File: src/rtl/seg_bcd_converter.sv
// seg_bcd_converter: sequential double-dabble binary-to-BCD converter, one input bit per clock
module seg_bcd_converter #(
  parameter int IN_W    = 32,
  parameter int DIGITS  = 8,
  parameter int INT_DIG = 10
) (
  input  logic                  clk,
  input  logic                  rst,
  input  logic                  start,
  input  logic                  signed_mode,
  input  logic [IN_W-1:0]       bin_in,
  output logic                  busy,
  output logic                  done,
  output logic [4*DIGITS-1:0]   bcd_out,
  output logic                  neg,
  output logic                  ovf
);
  localparam int AW = 4 * INT_DIG;
  localparam int CW = $clog2(IN_W + 1);
  typedef enum logic {IDLE, CONV} state_t;
  state_t              state_q, state_d;
  logic [IN_W-1:0]     mag_q, mag_d;
  logic [AW-1:0]       acc_q, acc_d, adj;
  logic [CW-1:0]       cnt_q, cnt_d;
  logic                neg_pend_q, neg_pend_d;
  logic                done_q, done_d;
  logic [4*DIGITS-1:0] bcd_q, bcd_d;
  logic                neg_q, neg_d;
  logic                ovf_q, ovf_d;
  logic                last, take, in_neg;
  assign last   = cnt_q == CW'(IN_W - 1);
  assign take   = state_q == IDLE && start;
  assign in_neg = signed_mode & bin_in[IN_W-1];
  always_comb begin
    adj = acc_q;
    for (int i = 0; i < INT_DIG; i++)
      adj[4*i +: 4] = acc_q[4*i +: 4] >= 4'd5 ? acc_q[4*i +: 4] + 4'd3 : acc_q[4*i +: 4];
  end
  always_ff @(posedge clk) begin
    if (rst) begin
      state_q    <= IDLE;
      mag_q      <= '0;
      acc_q      <= '0;
      cnt_q      <= '0;
      neg_pend_q <= 1'b0;
      done_q     <= 1'b0;
      bcd_q      <= '0;
      neg_q      <= 1'b0;
      ovf_q      <= 1'b0;
    end else begin
      state_q    <= state_d;
      mag_q      <= mag_d;
      acc_q      <= acc_d;
      cnt_q      <= cnt_d;
      neg_pend_q <= neg_pend_d;
      done_q     <= done_d;
      bcd_q      <= bcd_d;
      neg_q      <= neg_d;
      ovf_q      <= ovf_d;
    end
  end
  always_comb begin
    state_d = state_q == IDLE ? (start ? CONV : IDLE) : (last ? IDLE : CONV);
  end
  always_comb begin
    mag_d      = mag_q;
    acc_d      = acc_q;
    cnt_d      = cnt_q;
    neg_pend_d = neg_pend_q;
    bcd_d      = bcd_q;
    neg_d      = neg_q;
    ovf_d      = ovf_q;
    done_d     = state_q == CONV && last;
    if (take) begin
      mag_d      = in_neg ? -bin_in : bin_in;
      neg_pend_d = in_neg;
      acc_d      = '0;
      cnt_d      = '0;
    end
    if (state_q == CONV) begin
      acc_d = {adj[AW-2:0], mag_q[IN_W-1]};
      mag_d = mag_q << 1;
      cnt_d = cnt_q + CW'(1);
    end
    // results land on the same edge as the final shift
    if (done_d) begin
      bcd_d = acc_d[4*DIGITS-1:0];
      ovf_d = |acc_d[AW-1:4*DIGITS];
      neg_d = neg_pend_q;
    end
  end
  always_comb begin
    busy    = state_q == CONV;
    done    = done_q;
    bcd_out = bcd_q;
    neg     = neg_q;
    ovf     = ovf_q;
  end
endmodule
File: config.mk
export PLATFORM = sky130hd
export DESIGN_NAME = seg_bcd_converter
export DESIGN_NICKNAME = d
export VERILOG_FILES = /design/src/rtl/seg_bcd_converter.sv
export SDC_FILE = /design/constraint.sdc
export NUM_CORES = 1
export LEC_CHECK = 0
export CORE_MARGIN = 3
export CORE_UTILIZATION = 45
export CTS_BUF_LIST = sky130_fd_sc_hd__clkbuf_8
export CTS_CLUSTER_DIAMETER = 30
export DETAILED_ROUTE_END_ITERATION = 8
export DONT_BUFFER_PORTS = 1
export GPL_TIMING_DRIVEN = 0
export MAX_ROUTING_LAYER = met4
export PLACE_DENSITY = 0.6
export RECOVER_POWER = 25
export SYNTH_ARGS = -nofsm -noshare
export SYNTH_HDL_FRONTEND = slang
export SYNTH_SLANG_ARGS = --single-unit
File: constraint.sdc
create_clock -name clk -period 4.5 [get_ports clk]
set_input_delay 0.675 -clock clk [delete_from_list [all_inputs] [get_ports clk]]
set_output_delay 0.675 -clock clk [all_outputs]
set_load 0.005 [all_outputs]
==> impl_metrics.yaml <==
placement:
  dp.cells: 956
  dpl.hpwl_um: 13300
  io_buffers: 0
  place.gp.congestion: 0.904
drt:
  finalWirelength_um: 18800
  routed.top_layer: "met4"
  wl_met2_um: 8650
  firstDrtPassIters: 5
  vias: 5882
  antenna_left: 0
  wl_met3_um: 1340
  drc: 0
  wl_met1_um: 8310
  wl_per_cell_um: 19.0
  vias_per_cell: 5.95
  drt_iter0_drc: 477
cts:
  root_buffer: "clkbuf_8"
  clk_pin_slew_ns: 0.08
  htreeDepth: 4
  cts_hold_buf: 0
  clock_path_buffers: 2
  clock-sinks: 115
  clk_latency_ns: 0.45
  cts_resized: 0
  cts_tree: "yes"
  cts_buffers: 17
  cts_setup_buffers: 0
synth:
  postSynthCellCount: 780
  synth_area_um2: 6160
  synth_common_cells: "nor2_1 (123), dfxtp_1 (115), a21oi_1 (76), nand2_1 (45), clkbuf_1 (38)"
  synth-seq-area-share: 0.374
  synth-edff-count: 0
  synth_top_area_frac: 0.374
  yosysMostFrequentCell: "nor2_1"
  synth_async_sr_flop_share: 0
  syn_nets: 838
  ys_top_cells_by_area: "dfxtp_1 (37%), nor2_1 (7.5%), a21oi_1 (6.2%), ha_1 (4.5%), a211oi_1 (4.1%)"
  synth_warnings: 0
  syn_area_per_cell_um2: 7.89
  synth_area_leader_cell: "dfxtp_1"
  synth_cell_types: 52
  synth-seq-cells: 115
  synth_flop_cell: "dfxtp_1"
setup_path:
  worst-path-max-fanout: 10
  r2r_slack_ns: 1.98
  worst-setup-path-type: "flip-flop to flip-flop"
  cp.required_ns: 4.88
  crit_end: "neg$_SDFFE_PP0P_"
  startpoint_type: "flip-flop"
  r2r.worst_path.cells: 7
  rr_endpoint: "neg$_SDFFE_PP0P_"
  timing.rr.start: "cnt_q[0]$_SDFFE_PP0P_"
  critical_path.startpoint: "cnt_q[0]$_SDFFE_PP0P_"
  cp-end-kind: "flip-flop"
  arrival_ns: 2.91
die:
  fp-row-count: 42
  ios: 72
  start_util: 0.463
  die_x_um: 123
  die-area_um2: 15100
  fp.dieH_um: 123
  core_area_um2: 13300
timing:
  setup_viol: 0
  fin_setup_tns_ns: 0
  rsz0062_at_grt: "false"
  fin_crit_sh: 0.561
  slew_headroom: 0.500
  hold_viol_final: 0
  skew_ns: 0.0121
  drv_slew: 0
  fmax_ghz: 0.396
  min_period_ns: 2.52
  tightest_slew_ns: 0.749
power:
  switchingPower_uw: 595
  seqPwrFrac: 0.441
  power.density_nw_per_um2: 352
  p_leak_nw: 2.49
  p_int_mw: 1.81
  combPwrFrac: 0.089
  p_sw_frac: 0.247
  ir_worst_vdd_mv: 0.192
  clockPowerShare: 0.470
status:
  status: "finished, final reports clean"
flow_run:
  cap_violations: 0
grt:
  grt_pass1_vias: 5892
  grt_pass1_wl_um: 30100
  overflow: 0
  antenna_found_initial: 0
  grt_max_degree: 17
  grt_usage: 0.265
final_layout:
  final-instance-count-excl-fill: 988
  drive_gt1_frac: 0.0542
  areaGrowthSynthToFinish_pct: 11.0
  diodes: 0
  nets: 857
hold_path:
  hp-class: "input port to flip-flop"
-- layout by cell type, fill, tap and decap left out, types with 7 or more instances in the layout --
master    Yosys  final
nand4_1       7      7
nand2_1      45     45
a211oi_1     34     34
clkbuf_8      0     20
dfxtp_1     115    115
nor2_1      123    123
a21oi_1      76     76
a311oi_1      7      7
clkbuf_1     38     38
xnor2_1      22     22
nor3b_1       9      9
a31oi_1      30     30
o21ai_0      20     20
nor3_1       33     33
xor2_1       10     10
mux2i_1      15     15
buf_1        12     12
nand2b_1     13     13
ha_1         22     22
and3_1       22     22
inv_1        31     32
or3_1         9      9
o22ai_1       9      9
nor4_1       12     12
-- cell families after synthesis --
group | share of synthesized area
flops | 0.374
mux | 0.0244
simple gates | 0.241
fa+ha+maj | 0.0447
compound gates | 0.215
xor+xnor | 0.0455
buf+inv | 0.0559
-- how the worst min path moves through the flow --
stage | startpoint | cells past startpoint | end | slack (ns)
2_1_floorplan | neg_pend_q$_SDFFE_PP0P_ | 2 | neg$_SDFFE_PP0P_ | 0.43
3_3_place_gp | mag_q[5]$_SDFFE_PP0P_ | 2 | mag_q[6]$_SDFFE_PP0P_ | 0.44
3_5_place_dp | mag_q[4]$_SDFFE_PP0P_ | 2 | mag_q[5]$_SDFFE_PP0P_ | 0.45
4_1_cts | bin_in[30] | 2 | mag_q[30]$_SDFFE_PP0P_ | 0.35
5_1_grt | bin_in[30] | 2 | mag_q[30]$_SDFFE_PP0P_ | 0.36
6_report | bin_in[30] | 2 | mag_q[30]$_SDFFE_PP0P_ | 0.37
-- cell type report --
cell class                      count  area [um2]
Multi-Input combinational cell    579        3510
Clock buffer                       20         275
Fill cell                        1328        6460
Inverter                           31         116
Sequential cell                   115        2300
Buffer                             55         228
Clock inverter                     12         184
Tap cell                          176         220
-- worst max-delay path, cell delays in order, from the launching register on --
cell and delay, ns:
dfxtp_1 0.38, ha_1 0.28, nand4_1 0.14, nor3_1 0.54, clkbuf_1 0.44, buf_1 0.45
nand2_1 0.10, a21oi_1 0.14
-- stage by stage --
step / setup slack, ns / cell area (um2) / utilization / power, mW / hold WS (ns)
CTS: 1.96 / 6840 / 0.514 / 2.41 / 0.349
finish: 1.98 / 6840 / 0.514 / 2.41 / 0.365
global route: 1.72 / 6840 / 0.514 / 2.49 / 0.364
global placement: 1.88 / 6380 / 0.480 / 1.29 / 0.439
floorplan: 2.12 / 6160 / - / 1.23 / 0.432
detailed placement: 1.86 / 6380 / 0.480 / 1.29 / 0.447
-- per-layer routing --
layer | global-route usage | up-vias
met5 | - | -
met4 | 0.103 | 0
met3 | 0.0654 | 36
met2 | 0.411 | 194
met1 | 0.335 | 2811
li1 | - | 2841
-- registers in the layout, summed over array words and instances (netlist names), 6 cells and up --
name,flops
mag_q,32
acc_q,40
cnt_q,6
bcd_out,32
-- power groups by stage --
stage | Combinational (mW) | Sequential (mW) | Clock, mW
6_report | 0.215 | 1.06 | 1.13
5_1_grt | 0.236 | 1.06 | 1.19
4_1_cts | 0.212 | 1.06 | 1.14
3_5_place_dp | 0.212 | 1.08 | 0
3_3_place_gp | 0.209 | 1.08 | 0
2_1_floorplan | 0.148 | 1.08 | 0
Power figures use the tool's default switching activity.
